==> src/rtl/game_pkg.sv <==
`default_nettype none
// ============================================================================
//  Module      : game_pkg
//  Description : Shared game definitions: field widths, FSM state encoding,
//                fixed difficulty table and its lookup helper.
//  Revision    : 1.0 - initial release
// ============================================================================
package game_pkg;

    // Field widths shared by the level controller and the game-set interface
    localparam int c_NUM_W   = 5;
    localparam int c_SIZE_W  = 7;
    localparam int c_BOARD_W = 11;
    localparam int c_TBL_MINES_W = 8;

    // Smallest legal custom values
    localparam logic [c_NUM_W-1:0]  c_MIN_NUM  = 5'd2;
    localparam logic [c_SIZE_W-1:0] c_MIN_SIZE = 7'd8;

    // Level controller states, explicit 3-bit encoding
    typedef enum logic [2:0] {
        ST_IDLE   = 3'd0,
        ST_LOOKUP = 3'd1,
        ST_MULT   = 3'd2,
        ST_PLACE  = 3'd3,
        ST_ACTIVE = 3'd4
    } state_e;

    // One row of the difficulty table
    typedef struct packed {
        logic [c_NUM_W-1:0]       num;
        logic [c_SIZE_W-1:0]      size;
        logic [c_TBL_MINES_W-1:0] mines;
    } level_cfg_t;

    localparam level_cfg_t c_LVL1 = '{num: 5'd8,  size: 7'd50, mines: 8'd8};
    localparam level_cfg_t c_LVL2 = '{num: 5'd10, size: 7'd50, mines: 8'd20};
    localparam level_cfg_t c_LVL3 = '{num: 5'd16, size: 7'd40, mines: 8'd60};

    // Fixed levels 1..3; index 3 sits in the most significant slot
    localparam level_cfg_t [3:1] LEVEL_TABLE = {c_LVL3, c_LVL2, c_LVL1};

    // Returns the table row for a fixed level, all-zero for anything else
    function automatic level_cfg_t table_lookup(input logic [31:0] idx);
        case (idx)
            32'd1:   return LEVEL_TABLE[1];
            32'd2:   return LEVEL_TABLE[2];
            32'd3:   return LEVEL_TABLE[3];
            default: return '0;
        endcase
    endfunction

endpackage
`default_nettype wire

==> src/rtl/game_set_if.sv <==
`default_nettype none
// ============================================================================
//  Module      : game_set_if
//  Description : Board geometry bundle handed from the level controller to
//                the renderer.
//  Revision    : 1.0 - initial release
// ============================================================================
interface game_set_if;

    logic [game_pkg::c_NUM_W-1:0]   button_num;
    logic [game_pkg::c_BOARD_W-1:0] board_size;
    logic [game_pkg::c_BOARD_W-1:0] board_xpos;
    logic [game_pkg::c_BOARD_W-1:0] board_ypos;
    logic [game_pkg::c_SIZE_W-1:0]  button_size;

    modport out (
        output button_num,
        output board_size,
        output board_xpos,
        output board_ypos,
        output button_size
    );

    modport in (
        input button_num,
        input board_size,
        input board_xpos,
        input board_ypos,
        input button_size
    );

endinterface
`default_nettype wire

==> src/rtl/seq_mult_add.sv <==
`default_nettype none
// ============================================================================
//  Module      : seq_mult_add
//  Description : Iterative multiplier, product = a * b by adding b once per
//                cycle for a cycles. start always reloads, so a new job
//                overrides one still in flight.
//  Revision    : 1.0 - initial release
// ============================================================================
module seq_mult_add #(
    parameter int A_W = 5,
    parameter int B_W = 7,
    parameter int P_W = 11
) (
    input  logic           clk,
    input  logic           rst,
    input  logic           start,
    input  logic [A_W-1:0] a,
    input  logic [B_W-1:0] b,
    output logic           busy,
    output logic           done,
    output logic [P_W-1:0] product
);

    logic [A_W-1:0] r_cnt;
    logic [B_W-1:0] r_b;
    logic [P_W-1:0] r_acc;
    logic           r_busy;
    logic           r_done;

    // Load operands on start, then one accumulate per cycle until the count expires
    always_ff @(posedge clk) begin
        if (!rst) begin
            r_cnt  <= '0;
            r_b    <= '0;
            r_acc  <= '0;
            r_busy <= 1'b0;
            r_done <= 1'b0;
        end else if (start) begin
            r_cnt  <= a;
            r_b    <= b;
            r_acc  <= '0;
            r_busy <= (a != '0);
            r_done <= (a == '0);
        end else if (r_busy) begin
            r_acc <= r_acc + P_W'(r_b);
            r_cnt <= r_cnt - A_W'(1);
            if (r_cnt == A_W'(1)) begin
                r_busy <= 1'b0;
                r_done <= 1'b1;
            end
        end else begin
            r_done <= 1'b0;
        end
    end

    assign busy    = r_busy;
    assign done    = r_done;
    assign product = r_acc;

endmodule
`default_nettype wire

==> src/rtl/level_select_ctrl.sv <==
`default_nettype none
// ============================================================================
//  Module      : level_select_ctrl
//  Description : Accepts a difficulty request, resolves button count/size and
//                mine count (table or clamped custom values), sizes the board
//                with an iterative multiplier, centres it and holds the
//                resulting configuration until restart.
//  Revision    : 1.0 - initial release
// ============================================================================
module level_select_ctrl
    import game_pkg::*;
#(
    parameter int NUM_LEVELS  = 4,
    parameter int MINES_W     = 8,
    parameter int X_CENTER    = 720,
    parameter int Y_CENTER    = 450,
    parameter int MAX_BUTTONS = 16,
    parameter int BOARD_MAX   = 800
) (
    input  logic                          clk,
    input  logic                          rst,
    input  logic [$clog2(NUM_LEVELS+1)-1:0] level,
    input  logic                          level_req,
    output logic                          req_ready,
    input  logic [4:0]                    custom_num,
    input  logic [6:0]                    custom_size,
    input  logic [MINES_W-1:0]            custom_mines,
    input  logic                          restart,
    output logic [MINES_W-1:0]            mines_out,
    output logic                          cfg_valid,
    output logic                          level_enable,
    output logic                          level_err,
    game_set_if.out                       out
);

    localparam int c_LVL_W = $clog2(NUM_LEVELS+1);

    state_e                 r_state;
    logic                   r_ready;
    logic [c_LVL_W-1:0]     r_level;
    logic [c_NUM_W-1:0]     r_num;
    logic [c_SIZE_W-1:0]    r_size;
    logic [MINES_W-1:0]     r_mines;
    logic [c_BOARD_W-1:0]   r_board;

    logic [c_NUM_W-1:0]     r_out_num;
    logic [c_SIZE_W-1:0]    r_out_size;
    logic [c_BOARD_W-1:0]   r_out_board;
    logic [c_BOARD_W-1:0]   r_out_xpos;
    logic [c_BOARD_W-1:0]   r_out_ypos;
    logic [MINES_W-1:0]     r_out_mines;
    logic                   r_cfg_valid;
    logic                   r_enable;
    logic                   r_err;

    level_cfg_t             w_tbl;
    logic [c_NUM_W-1:0]     w_num;
    logic [c_SIZE_W-1:0]    w_size;
    logic [MINES_W-1:0]     w_mines;
    logic [31:0]            w_mines_max;
    logic                   w_level_ok;
    logic [c_BOARD_W-1:0]   w_half;
    logic [c_BOARD_W-1:0]   w_xpos;
    logic [c_BOARD_W-1:0]   w_ypos;
    logic                   w_start;
    logic                   w_busy;
    logic                   w_done;
    logic [c_BOARD_W-1:0]   w_product;

    assign w_level_ok = (level != '0) && (32'(level) <= NUM_LEVELS);

    // Resolve the requested level into clamped num/size/mines
    always_comb begin
        w_tbl       = table_lookup(32'(r_level));
        w_num       = w_tbl.num;
        w_size      = w_tbl.size;
        w_mines     = MINES_W'(w_tbl.mines);
        w_mines_max = '0;
        if (32'(r_level) == NUM_LEVELS) begin
            if (custom_num < c_MIN_NUM)
                w_num = c_MIN_NUM;
            else if (32'(custom_num) > MAX_BUTTONS)
                w_num = c_NUM_W'(MAX_BUTTONS);
            else
                w_num = custom_num;
            w_size      = (custom_size < c_MIN_SIZE) ? c_MIN_SIZE : custom_size;
            w_mines_max = 32'(w_num) * 32'(w_num) - 32'd1;
            if (custom_mines == '0)
                w_mines = MINES_W'(1);
            else if (32'(custom_mines) > w_mines_max)
                w_mines = MINES_W'(w_mines_max);
            else
                w_mines = custom_mines;
        end
    end

    // Centre the board; a half-size wider than the centre pins the edge at 0
    always_comb begin
        w_half = r_board >> 1;
        w_xpos = (32'(w_half) > X_CENTER) ? '0 : c_BOARD_W'(32'(X_CENTER) - 32'(w_half));
        w_ypos = (32'(w_half) > Y_CENTER) ? '0 : c_BOARD_W'(32'(Y_CENTER) - 32'(w_half));
    end

    // The multiplier is launched from the same resolved values LOOKUP latches
    assign w_start = (r_state == ST_LOOKUP) && !restart;

    seq_mult_add #(
        .A_W (c_NUM_W),
        .B_W (c_SIZE_W),
        .P_W (c_BOARD_W)
    ) u_mult (
        .clk     (clk),
        .rst     (rst),
        .start   (w_start),
        .a       (w_num),
        .b       (w_size),
        .busy    (w_busy),
        .done    (w_done),
        .product (w_product)
    );

    // Request/compute/hold sequencing with registered outputs
    always_ff @(posedge clk) begin
        if (!rst) begin
            r_state     <= ST_IDLE;
            r_ready     <= 1'b0;
            r_level     <= '0;
            r_num       <= '0;
            r_size      <= '0;
            r_mines     <= '0;
            r_board     <= '0;
            r_out_num   <= '0;
            r_out_size  <= '0;
            r_out_board <= '0;
            r_out_xpos  <= '0;
            r_out_ypos  <= '0;
            r_out_mines <= '0;
            r_cfg_valid <= 1'b0;
            r_enable    <= 1'b0;
            r_err       <= 1'b0;
        end else begin
            r_enable <= 1'b0;
            r_err    <= 1'b0;
            case (r_state)
                ST_IDLE: begin
                    r_ready <= 1'b1;
                    // restart is meaningless here, so a coincident request proceeds
                    if (level_req && r_ready) begin
                        if (w_level_ok) begin
                            r_level <= level;
                            r_state <= ST_LOOKUP;
                            r_ready <= 1'b0;
                        end else begin
                            r_err <= 1'b1;
                        end
                    end
                end
                ST_LOOKUP: begin
                    if (restart) begin
                        r_state <= ST_IDLE;
                        r_ready <= 1'b1;
                    end else begin
                        r_num   <= w_num;
                        r_size  <= w_size;
                        r_mines <= w_mines;
                        r_state <= ST_MULT;
                    end
                end
                ST_MULT: begin
                    if (restart) begin
                        r_state <= ST_IDLE;
                        r_ready <= 1'b1;
                    end else if (w_done && !w_busy) begin
                        r_board <= w_product;
                        r_state <= ST_PLACE;
                    end
                end
                ST_PLACE: begin
                    if (restart) begin
                        r_state <= ST_IDLE;
                        r_ready <= 1'b1;
                    end else if (32'(r_board) > BOARD_MAX) begin
                        r_err   <= 1'b1;
                        r_state <= ST_IDLE;
                        r_ready <= 1'b1;
                    end else begin
                        r_out_num   <= r_num;
                        r_out_size  <= r_size;
                        r_out_board <= r_board;
                        r_out_xpos  <= w_xpos;
                        r_out_ypos  <= w_ypos;
                        r_out_mines <= r_mines;
                        r_cfg_valid <= 1'b1;
                        r_enable    <= 1'b1;
                        r_state     <= ST_ACTIVE;
                    end
                end
                ST_ACTIVE: begin
                    if (restart) begin
                        r_out_num   <= '0;
                        r_out_size  <= '0;
                        r_out_board <= '0;
                        r_out_xpos  <= '0;
                        r_out_ypos  <= '0;
                        r_out_mines <= '0;
                        r_cfg_valid <= 1'b0;
                        r_state     <= ST_IDLE;
                        r_ready     <= 1'b1;
                    end
                end
                default: begin
                    r_out_num   <= '0;
                    r_out_size  <= '0;
                    r_out_board <= '0;
                    r_out_xpos  <= '0;
                    r_out_ypos  <= '0;
                    r_out_mines <= '0;
                    r_cfg_valid <= 1'b0;
                    r_state     <= ST_IDLE;
                    r_ready     <= 1'b1;
                end
            endcase
        end
    end

    assign req_ready       = r_ready;
    assign mines_out       = r_out_mines;
    assign cfg_valid       = r_cfg_valid;
    assign level_enable    = r_enable;
    assign level_err       = r_err;
    assign out.button_num  = r_out_num;
    assign out.button_size = r_out_size;
    assign out.board_size  = r_out_board;
    assign out.board_xpos  = r_out_xpos;
    assign out.board_ypos  = r_out_ypos;

endmodule
`default_nettype wire

==> src/flat_wrapper.sv <==
// flat-port wrapper written by rule: the top's interface ports become plain ports
module level_select_ctrl_flat import game_pkg::*;
#(
    parameter int NUM_LEVELS  = 4,
    parameter int MINES_W     = 8,
    parameter int X_CENTER    = 720,
    parameter int Y_CENTER    = 450,
    parameter int MAX_BUTTONS = 16,
    parameter int BOARD_MAX   = 800
)
  (clk, rst, level, level_req, req_ready, custom_num, custom_size, custom_mines, restart, mines_out, cfg_valid, level_enable, level_err, out_button_num, out_board_size, out_board_xpos, out_board_ypos, out_button_size);
  game_set_if out_i ();
  input  logic clk;
  input  logic rst;
  input  logic [$clog2(NUM_LEVELS+1)-1:0] level;
  input  logic level_req;
  output logic req_ready;
  input  logic [4:0] custom_num;
  input  logic [6:0] custom_size;
  input  logic [MINES_W-1:0] custom_mines;
  input  logic restart;
  output logic [MINES_W-1:0] mines_out;
  output logic cfg_valid;
  output logic level_enable;
  output logic level_err;
  output wire logic [$bits(out_i.button_num)-1:0] out_button_num;
  output wire logic [$bits(out_i.board_size)-1:0] out_board_size;
  output wire logic [$bits(out_i.board_xpos)-1:0] out_board_xpos;
  output wire logic [$bits(out_i.board_ypos)-1:0] out_board_ypos;
  output wire logic [$bits(out_i.button_size)-1:0] out_button_size;
  assign out_button_num = out_i.button_num;
  assign out_board_size = out_i.board_size;
  assign out_board_xpos = out_i.board_xpos;
  assign out_board_ypos = out_i.board_ypos;
  assign out_button_size = out_i.button_size;
  level_select_ctrl #(.NUM_LEVELS(NUM_LEVELS), .MINES_W(MINES_W), .X_CENTER(X_CENTER), .Y_CENTER(Y_CENTER), .MAX_BUTTONS(MAX_BUTTONS), .BOARD_MAX(BOARD_MAX)) u_core (.clk(clk), .rst(rst), .level(level), .level_req(level_req), .req_ready(req_ready), .custom_num(custom_num), .custom_size(custom_size), .custom_mines(custom_mines), .restart(restart), .mines_out(mines_out), .cfg_valid(cfg_valid), .level_enable(level_enable), .level_err(level_err), .out(out_i));
endmodule
==> config.mk <==
export PLATFORM = sky130hd
export DESIGN_NAME = level_select_ctrl_flat
export DESIGN_NICKNAME = d
export VERILOG_FILES = /design/src/rtl/game_pkg.sv /design/src/rtl/game_set_if.sv /design/src/rtl/seq_mult_add.sv /design/src/rtl/level_select_ctrl.sv /design/src/flat_wrapper.sv
export SDC_FILE = /design/constraint.sdc
export NUM_CORES = 1
export LEC_CHECK = 0
export BUFFER_PORTS_ARGS = -buffer_cell sky130_fd_sc_hd__buf_2
export CELL_PAD_IN_SITES_DETAIL_PLACEMENT = 0
export CELL_PAD_IN_SITES_GLOBAL_PLACEMENT = 1
export CORE_ASPECT_RATIO = 0.8
export CORE_MARGIN = 3
export CORE_UTILIZATION = 44
export CTS_CLUSTER_DIAMETER = 200
export DETAILED_ROUTE_END_ITERATION = 7
export GPL_TIMING_DRIVEN = 0
export MAX_ROUTING_LAYER = met4
export PLACE_DENSITY_LB_ADDON = 0.1
export RECOVER_POWER = 50
export SLEW_MARGIN = 20
export SYNTH_ARGS = -nofsm -noshare
export SYNTH_HDL_FRONTEND = slang
export SYNTH_SLANG_ARGS = --single-unit
==> constraint.sdc <==
create_clock -name clk -period 5.3 [get_ports clk]
set_input_delay 0.53 -clock clk [delete_from_list [all_inputs] [get_ports clk]]
set_output_delay 0.53 -clock clk [all_outputs]
set_load 0.005 [all_outputs]
==> reports/qor.txt, run 1 <==
Crit. End Element - flip-flop
CTS Buffer Depth - 2
Clock Power Share - 39.6%
sequential fraction of design power - 45.5%
Avg Cell Area, Syn - 9.16 um2
Worst Path Arrival - 5.22 ns
global placement routability congestion - 0.907
P_sw - 0.488 mW
Pleak - 2.96 nW
Crit Path Class - primary input to flip-flop
final antenna-violating net count - 0
initial antenna violation count - 0
Fin. Hold Viols - 0
dpl cells - 875
first-pass GRT wire length - 24.5 mm
maximum clock rate - 202 MHz
dpl hpwl - 11.4 mm
Core Region - 0.0124 mm2
Initial DRT Pass Iterations - 5
fin crit share - 93.5%
RSZ-0062 raised after global routing - no
Yosys reg bits - 112
drc violations - 0
die area - 0.0143 mm2
Buffers on Ports - 83
CTS clk-pin slew, worst paths - 0.07 ns
GRT Total Usage - 22.1%
Yosys cell types - 64
CTS tree - built
Final #Nets - 784
CTS H-tree depth - 3
Main synth FF type - dfxtp_1
Synth Warn # - 0
Finished Core Util - 53.2%
Mapped Area - 0.00566 mm2
post-synthesis sequential area ratio - 39.6%
Area Overhead vs Synth - 16.4%
PwrDens - 284 mW/mm2
Post-Synthesis Cells - 618
max cap viols - 0
actual slew at the worst max-slew pin - 0.854 ns
Synth async-reset ratio - 0%
Die Span Y - 107 um
overall routed net length - 15.1 mm
I/O pin total - 84
Design Power - 1.87 mW
initial drt markers - 326
average vias per placed instance - 5.36
diode count - 0
status - complete, no violations
WL/cell - 16.9 um
Slew HR - 42.5%
Logic pwr share - 14.9%
Site Rows - 36
TritonCTS buffer count - 9
Hold Path Class - primary input to flip-flop
root cell of the clock tree - clkbuf_16
Setup TNS - 0 ns
Startpoint Class - primary input
CP Data Required Time - 5.56 ns
gr ovfl total - 0
vias in the first global route - 4,577
Post-Route Skew - 0.00935 ns
Chip Width - 133 um
clk sinks - 112
insertion delay to the later sink of the worst-skew pair - 0.34 ns
initial core utilization - 45.7%
internal power - 1.39 mW
Setup violations, final - 0
hold buffers post-CTS - 0
clock period minus worst slack - 4.96 ns
layout cell share with drive strength beyond 1 - 13.3%
crit path max fanout - 8
routed via count - 4,788
Max Slew Vio Count - 0
Post-synth EDFFs - 0
largest net degree at the start of global routing - 19
non-filler cells, final - 893
Net Sw Frac - 26.0%
maximum vdd drop - 176 uV
[per-layer routing]
layer  global-route usage [%]  part of all wire (%)  vias up
li1                         -                     -     2387
met1                     34.3                    56     2283
met2                     30.0                    40      112
met3                     3.60                   4.1        6
met4                     4.01                  0.39        0
met5                        -                     0        -
[state kept, by name, summed over array words and instances, names as in the netlist, 3 cells and up]
register and cells:
u_core.u_mult.r_cnt 5, u_core.r_num 5, u_core.out.board_size 11, u_core.r_level 3, u_core.u_mult.r_b 7, u_core.out.board_xpos 11
u_core.r_mines 8, u_core.out.board_ypos 11, u_core.u_mult.product 11, u_core.out.button_num 5, u_core.out.button_size 7, u_core.r_board 11
u_core.mines_out 8, u_core.r_state 3
[critical path, stage by stage]
cell	delay [ns]
buf_2	0.16
nor2b_1	0.49
ha_1	0.33
clkbuf_1	0.10
fa_1	0.39
fa_1	0.48
ha_1	0.38
o21ai_0	0.10
nand2_1	0.11
a31oi_1	0.21
xor2_1	0.30
ha_1	0.32
nand4_1	0.11
or2_2	0.12
o211ai_1	0.14
nor4b_4	0.26
buf_4	0.19
mux2_2	0.36
o22ai_1	0.13
[what timing repair did]
action / in CTS / in global routing
gates resized for setup: 0 / 1
setup endpoints to repair: 0 / 7
hold endpoints to repair: 0 / 0
setup buffers: 0 / 2
[power by group through the flow]
stage	registers (mW)	logic, mW	clock network [mW]
final	0.852	0.280	0.742
after CTS	0.852	0.272	0.752
after global routing	0.853	0.314	0.783
after detailed placement	0.872	0.269	0
after global placement	0.871	0.266	0
after floorplan	0.870	0.193	0
[final cells by class]
class | instances | area [um2]
buffer | 36 | 174
clock buffer | 10 | 239
clock inverter | 6 | 90.1
fill | 1179 | 5800
inverter | 37 | 139
multi-input combinational | 436 | 3100
sequential | 112 | 2240
tap | 171 | 214
timing repair buffer | 85 | 394
[worst paths after layout]
kind                                                startpoint                                 to  slack, ns  cells past startpoint
worst max-delay path                             custom_num[4]     u_core.r_mines[4]$_SDFFE_PN0P_       0.34                     19
worst min-delay path                            custom_size[2]  u_core.u_mult.r_b[2]$_SDFFE_PN0P_       0.42                      2
worst max register to register  u_core.r_state[0]$_SDFFE_PN0P_     u_core.r_mines[5]$_SDFFE_PN0P_       2.46                      9
worst min register to register  u_core.r_mines[7]$_SDFFE_PN0P_     u_core.r_mines[7]$_SDFFE_PN0P_       0.45                      2
[cell families (layout without fill, tap and decap cells)]
family	after synthesis	count (layout)	synth area share, %
buffers and inverters	73	174	5.55
AOI/OAI and AO/OA	158	158	20.2
adders and majority gates	40	40	9.64
muxes	22	22	3.96
and+or+nand+nor	182	182	16.4
other	2	5	0.133
DFF	112	112	39.6
xor gates and xnor gates	29	29	4.49
[cell usage after synthesis, types with 5 or more instances]
cell      number  area, um2
dfxtp_1      112       2240
nor2_1        55        206
a22o_1        50        438
nand2_1       49        184
inv_1         37        139
ha_1          34        425
a21oi_1       29        145
o21ai_0       27        135
mux2i_1       19        190
xnor2_1       19        166
clkbuf_1      18       67.6
buf_2         11       55.1
nor2b_1       10       62.6
xor2_1        10       87.6
and2_1         9       56.3
nand3b_1       8       60.1
nor3_1         8       40.0
a21o_1         7       52.6
fa_1           6        120
a31oi_1        5       31.3
and3_1         5       31.3
nand4_1        5       31.3
o211ai_1       5       37.5
[stage by stage]
stage	hold slack [ns]	setup WS, ns	instance area [um2]
2_1_floorplan	0.423	0.577	5670
3_3_place_gp	0.439	-0.217	6300
3_5_place_dp	0.441	-0.286	6300
4_1_cts	0.414	0.0446	6630
5_1_grt	0.422	0.0464	6590
6_report	0.421	0.343	6590
[cells in the final DEF, fill, tap and decap left out, drive strengths merged, types with 29 or more instances in the layout]
cell type / n
dfxtp: 112
buf: 71
clkbuf: 60
nor2: 55
a22o: 50
nand2: 49
inv: 38
ha: 34
o21ai: 30
a21oi: 29
Power figures use the tool's default switching activity.
==> inputs of run 2 (changes only) <==
Settings changed: REMOVE_ABC_BUFFERS from default to 1.
==> run 2 against run 1 <==
Against the previous run: clock-buffer cell count rose by 2; clock skew fell by 0.0017 ns; design area fell by 1.7%; sequential power barely moved; sequential cell count did not move; clock power fell by 8.5%; total power fell by 3.7%; register-to-register slack got worse by 0.32 ns; worst setup slack improved by 0.090 ns; final cell count fell by 3.4%; utilization fell by 0.89 points; critical endpoint is now u_core.r_mines[0]$_SDFFE_PN0P_.
==> reports/qor.txt, run 2 (same netlist as run 1, synthesis figures left out) <==
status - complete, no violations (unchanged)
overall routed net length - 13.3 mm (was 15.1 mm)
internal power - 1.34 mW (was 1.39 mW)
beginning of the worst hold path - custom_size[0] (was custom_size[2])
Die Span Y - 107 um (unchanged)
Net Sw Frac - 25.8% (was 26.0%)
Setup violations, final - 0 (unchanged)
Startpoint Class - primary input (unchanged)
actual slew at the worst max-slew pin - 1.11 ns (was 0.854 ns)
clock period minus worst slack - 4.87 ns (was 4.96 ns)
met3 Resource Use GR - 3.41% (was 3.60%)
CP Data Required Time - 5.52 ns (was 5.56 ns)
gr ovfl total - 0 (unchanged)
first-pass GRT wire length - 22.1 mm (was 24.5 mm)
commonest non-fill, non-tap cell in the layout - dfxtp_1 (unchanged)
Area Overhead vs Synth - 14.5% (was 16.4%)
Crit. End Element - flip-flop (unchanged)
dpl hpwl - 10.0 mm (was 11.4 mm)
final antenna-violating net count - 0 (unchanged)
maximum clock rate - 205 MHz (was 202 MHz)
insertion delay to the later sink of the worst-skew pair - 0.34 ns (about the same)
hold buffers post-CTS - 0 (unchanged)
routing usage on met2 - 29.3% (was 30.0%)
routed via count - 4,598 (was 4,788)
PwrDens - 279 mW/mm2 (was 284 mW/mm2)
initial antenna violation count - 1 (was 0)
Fin. Hold Viols - 0 (unchanged)
Post-Route Skew - 0.00764 ns (was 0.00935 ns)
Clock Power Share - 37.6% (was 39.6%)
Hold Path Class - primary input to flip-flop (unchanged)
crit path launch - custom_num[4] (unchanged)
Chip Width - 133 um (unchanged)
Max Slew Vio Count - 0 (unchanged)
most frequent cells in the layout - dfxtp_1, buf_2, nor2_1 (unchanged)
Site Rows - 36 (unchanged)
I/O pin total - 84 (unchanged)
WL/cell - 15.5 um (was 16.9 um)
Logic pwr share - 15.2% (was 14.9%)
Crit Path Class - primary input to flip-flop (unchanged)
pre-CTS setup slack - -0.187 ns (was -0.286 ns)
P_sw - 0.466 mW (was 0.488 mW)
CTS Buffer Depth - 2 (unchanged)
Final #Nets - 753 (was 784)
reg2reg start - u_core.r_board[1]$_SDFFE_PN0P_ (was u_core.r_state[0]$_SDFFE_PN0P_)
layout cell share with drive strength beyond 1 - 13.5% (was 13.3%)
global placement routability congestion - 0.868 (was 0.907)
sequential fraction of design power - 47.2% (was 45.5%)
CTS tree - built (unchanged)
initial drt markers - 236 (was 326)
average vias per placed instance - 5.33 (was 5.36)
root cell of the clock tree - clkbuf_16 (unchanged)
Core Region - 0.0124 mm2 (unchanged)
GRT Total Usage - 19.5% (was 22.1%)
Slew HR - 25.9% (was 42.5%)
crit path max fanout - 8 (unchanged)
die area - 0.0143 mm2 (unchanged)
CTS clk-pin slew, worst paths - 0.07 ns (about the same)
met1 usage - 27.6% (was 34.3%)
RSZ-0062 raised after global routing - no (unchanged)
maximum vdd drop - 140 uV (was 176 uV)
Finished Core Util - 52.3% (was 53.2%)
TritonCTS buffer count - 9 (unchanged)
CTS H-tree depth - 3 (unchanged)
Initial DRT Pass Iterations - 5 (unchanged)
slack of the critical path - 0.434 ns (was 0.343 ns)
GRT Max-Usage Layer - met2 (was met1)
Worst Path Arrival - 5.09 ns (was 5.22 ns)
fin crit share - 91.8% (was 93.5%)
Buffers on Ports - 83 (unchanged)
initial core utilization - 45.7% (unchanged)
drc violations - 0 (unchanged)
vias in the first global route - 4,373 (was 4,577)
clk sinks - 112 (unchanged)
max cap viols - 0 (unchanged)
Pleak - 2.92 nW (was 2.96 nW)
Design Power - 1.81 mW (was 1.87 mW)
largest net degree at the start of global routing - 30 (was 19)
run 2: metrics by stage:
step / setup TNS (ns) / area [um2] / hold WS (ns) / instances
finish: 0 / 6480 / 0.421 / 863
global route: 0 / 6480 / 0.431 / 863
CTS: 0 / 6500 / 0.415 / 859
detailed placement: -0.678 / 6200 / 0.437 / 843
global placement: -0.433 / 6120 / 0.434 / 839
floorplan: 0 / 5500 / 0.423 / 585
run 2: repair_timing:
action / in CTS / in global routing
setup endpoints to repair: 0 / 6
resized for setup: 0 / 1
setup buffers: 0 / 3
run 2: power by group through the flow:
stage / Combinational [mW] / Sequential, mW / Clock [mW]
after floorplan: 0.187 / 0.870 / 0
after global placement: 0.252 / 0.872 / 0
after detailed placement: 0.264 / 0.872 / 0
after CTS: 0.265 / 0.853 / 0.700
after global routing: 0.307 / 0.853 / 0.730
final: 0.274 / 0.853 / 0.679
run 2: layout make-up:
cell class                 instances  area (um2)
sequential                       112        2240
antenna                            1        2.50
inverter                          37         139
multi-input combinational        436        3110
timing repair buffer              90         474
clock buffer                      12         246
clock inverter                     4        51.3
tap                              171         214
fill                            1184        5910
run 2: worst paths after layout:
check / to / slack (ns) / cells past startpoint
worst max-delay path: u_core.r_mines[0]$_SDFFE_PN0P_ / 0.43 / 22
worst min-delay path: u_core.u_mult.r_b[0]$_SDFFE_PN0P_ / 0.42 / 2
worst max register to register: u_core.out.board_ypos[8]$_SDFFE_PN0P_ / 2.14 / 8
worst min register to register: u_core.r_num[0]$_SDFFE_PN0P_ / 0.45 / 2
run 2: per-layer routing:
| layer | share of wire (%) | routed length (um) |
|---|---|---|
| met2 | 42 | 5640 |
| met1 | 53 | 7050 |
| met4 | 1.0 | 140 |
| met3 | 3.9 | 514 |
| met5 | 0 | 0 |
run 2: critical path: stages:
cell	delay, ns
buf_2	0.15
nor2b_2	0.24
nand2_1	0.12
inv_1	0.07
ha_1	0.15
inv_1	0.06
fa_1	0.51
fa_1	0.51
ha_1	0.37
o21ai_0	0.10
nand2_1	0.11
a31oi_1	0.21
xor2_1	0.29
ha_1	0.22
nand4_1	0.13
or2_2	0.31
o211ai_1	0.17
nor4b_4	0.07
buf_4	0.18
buf_4	0.14
a2111oi_0	0.37
nor2_1	0.09
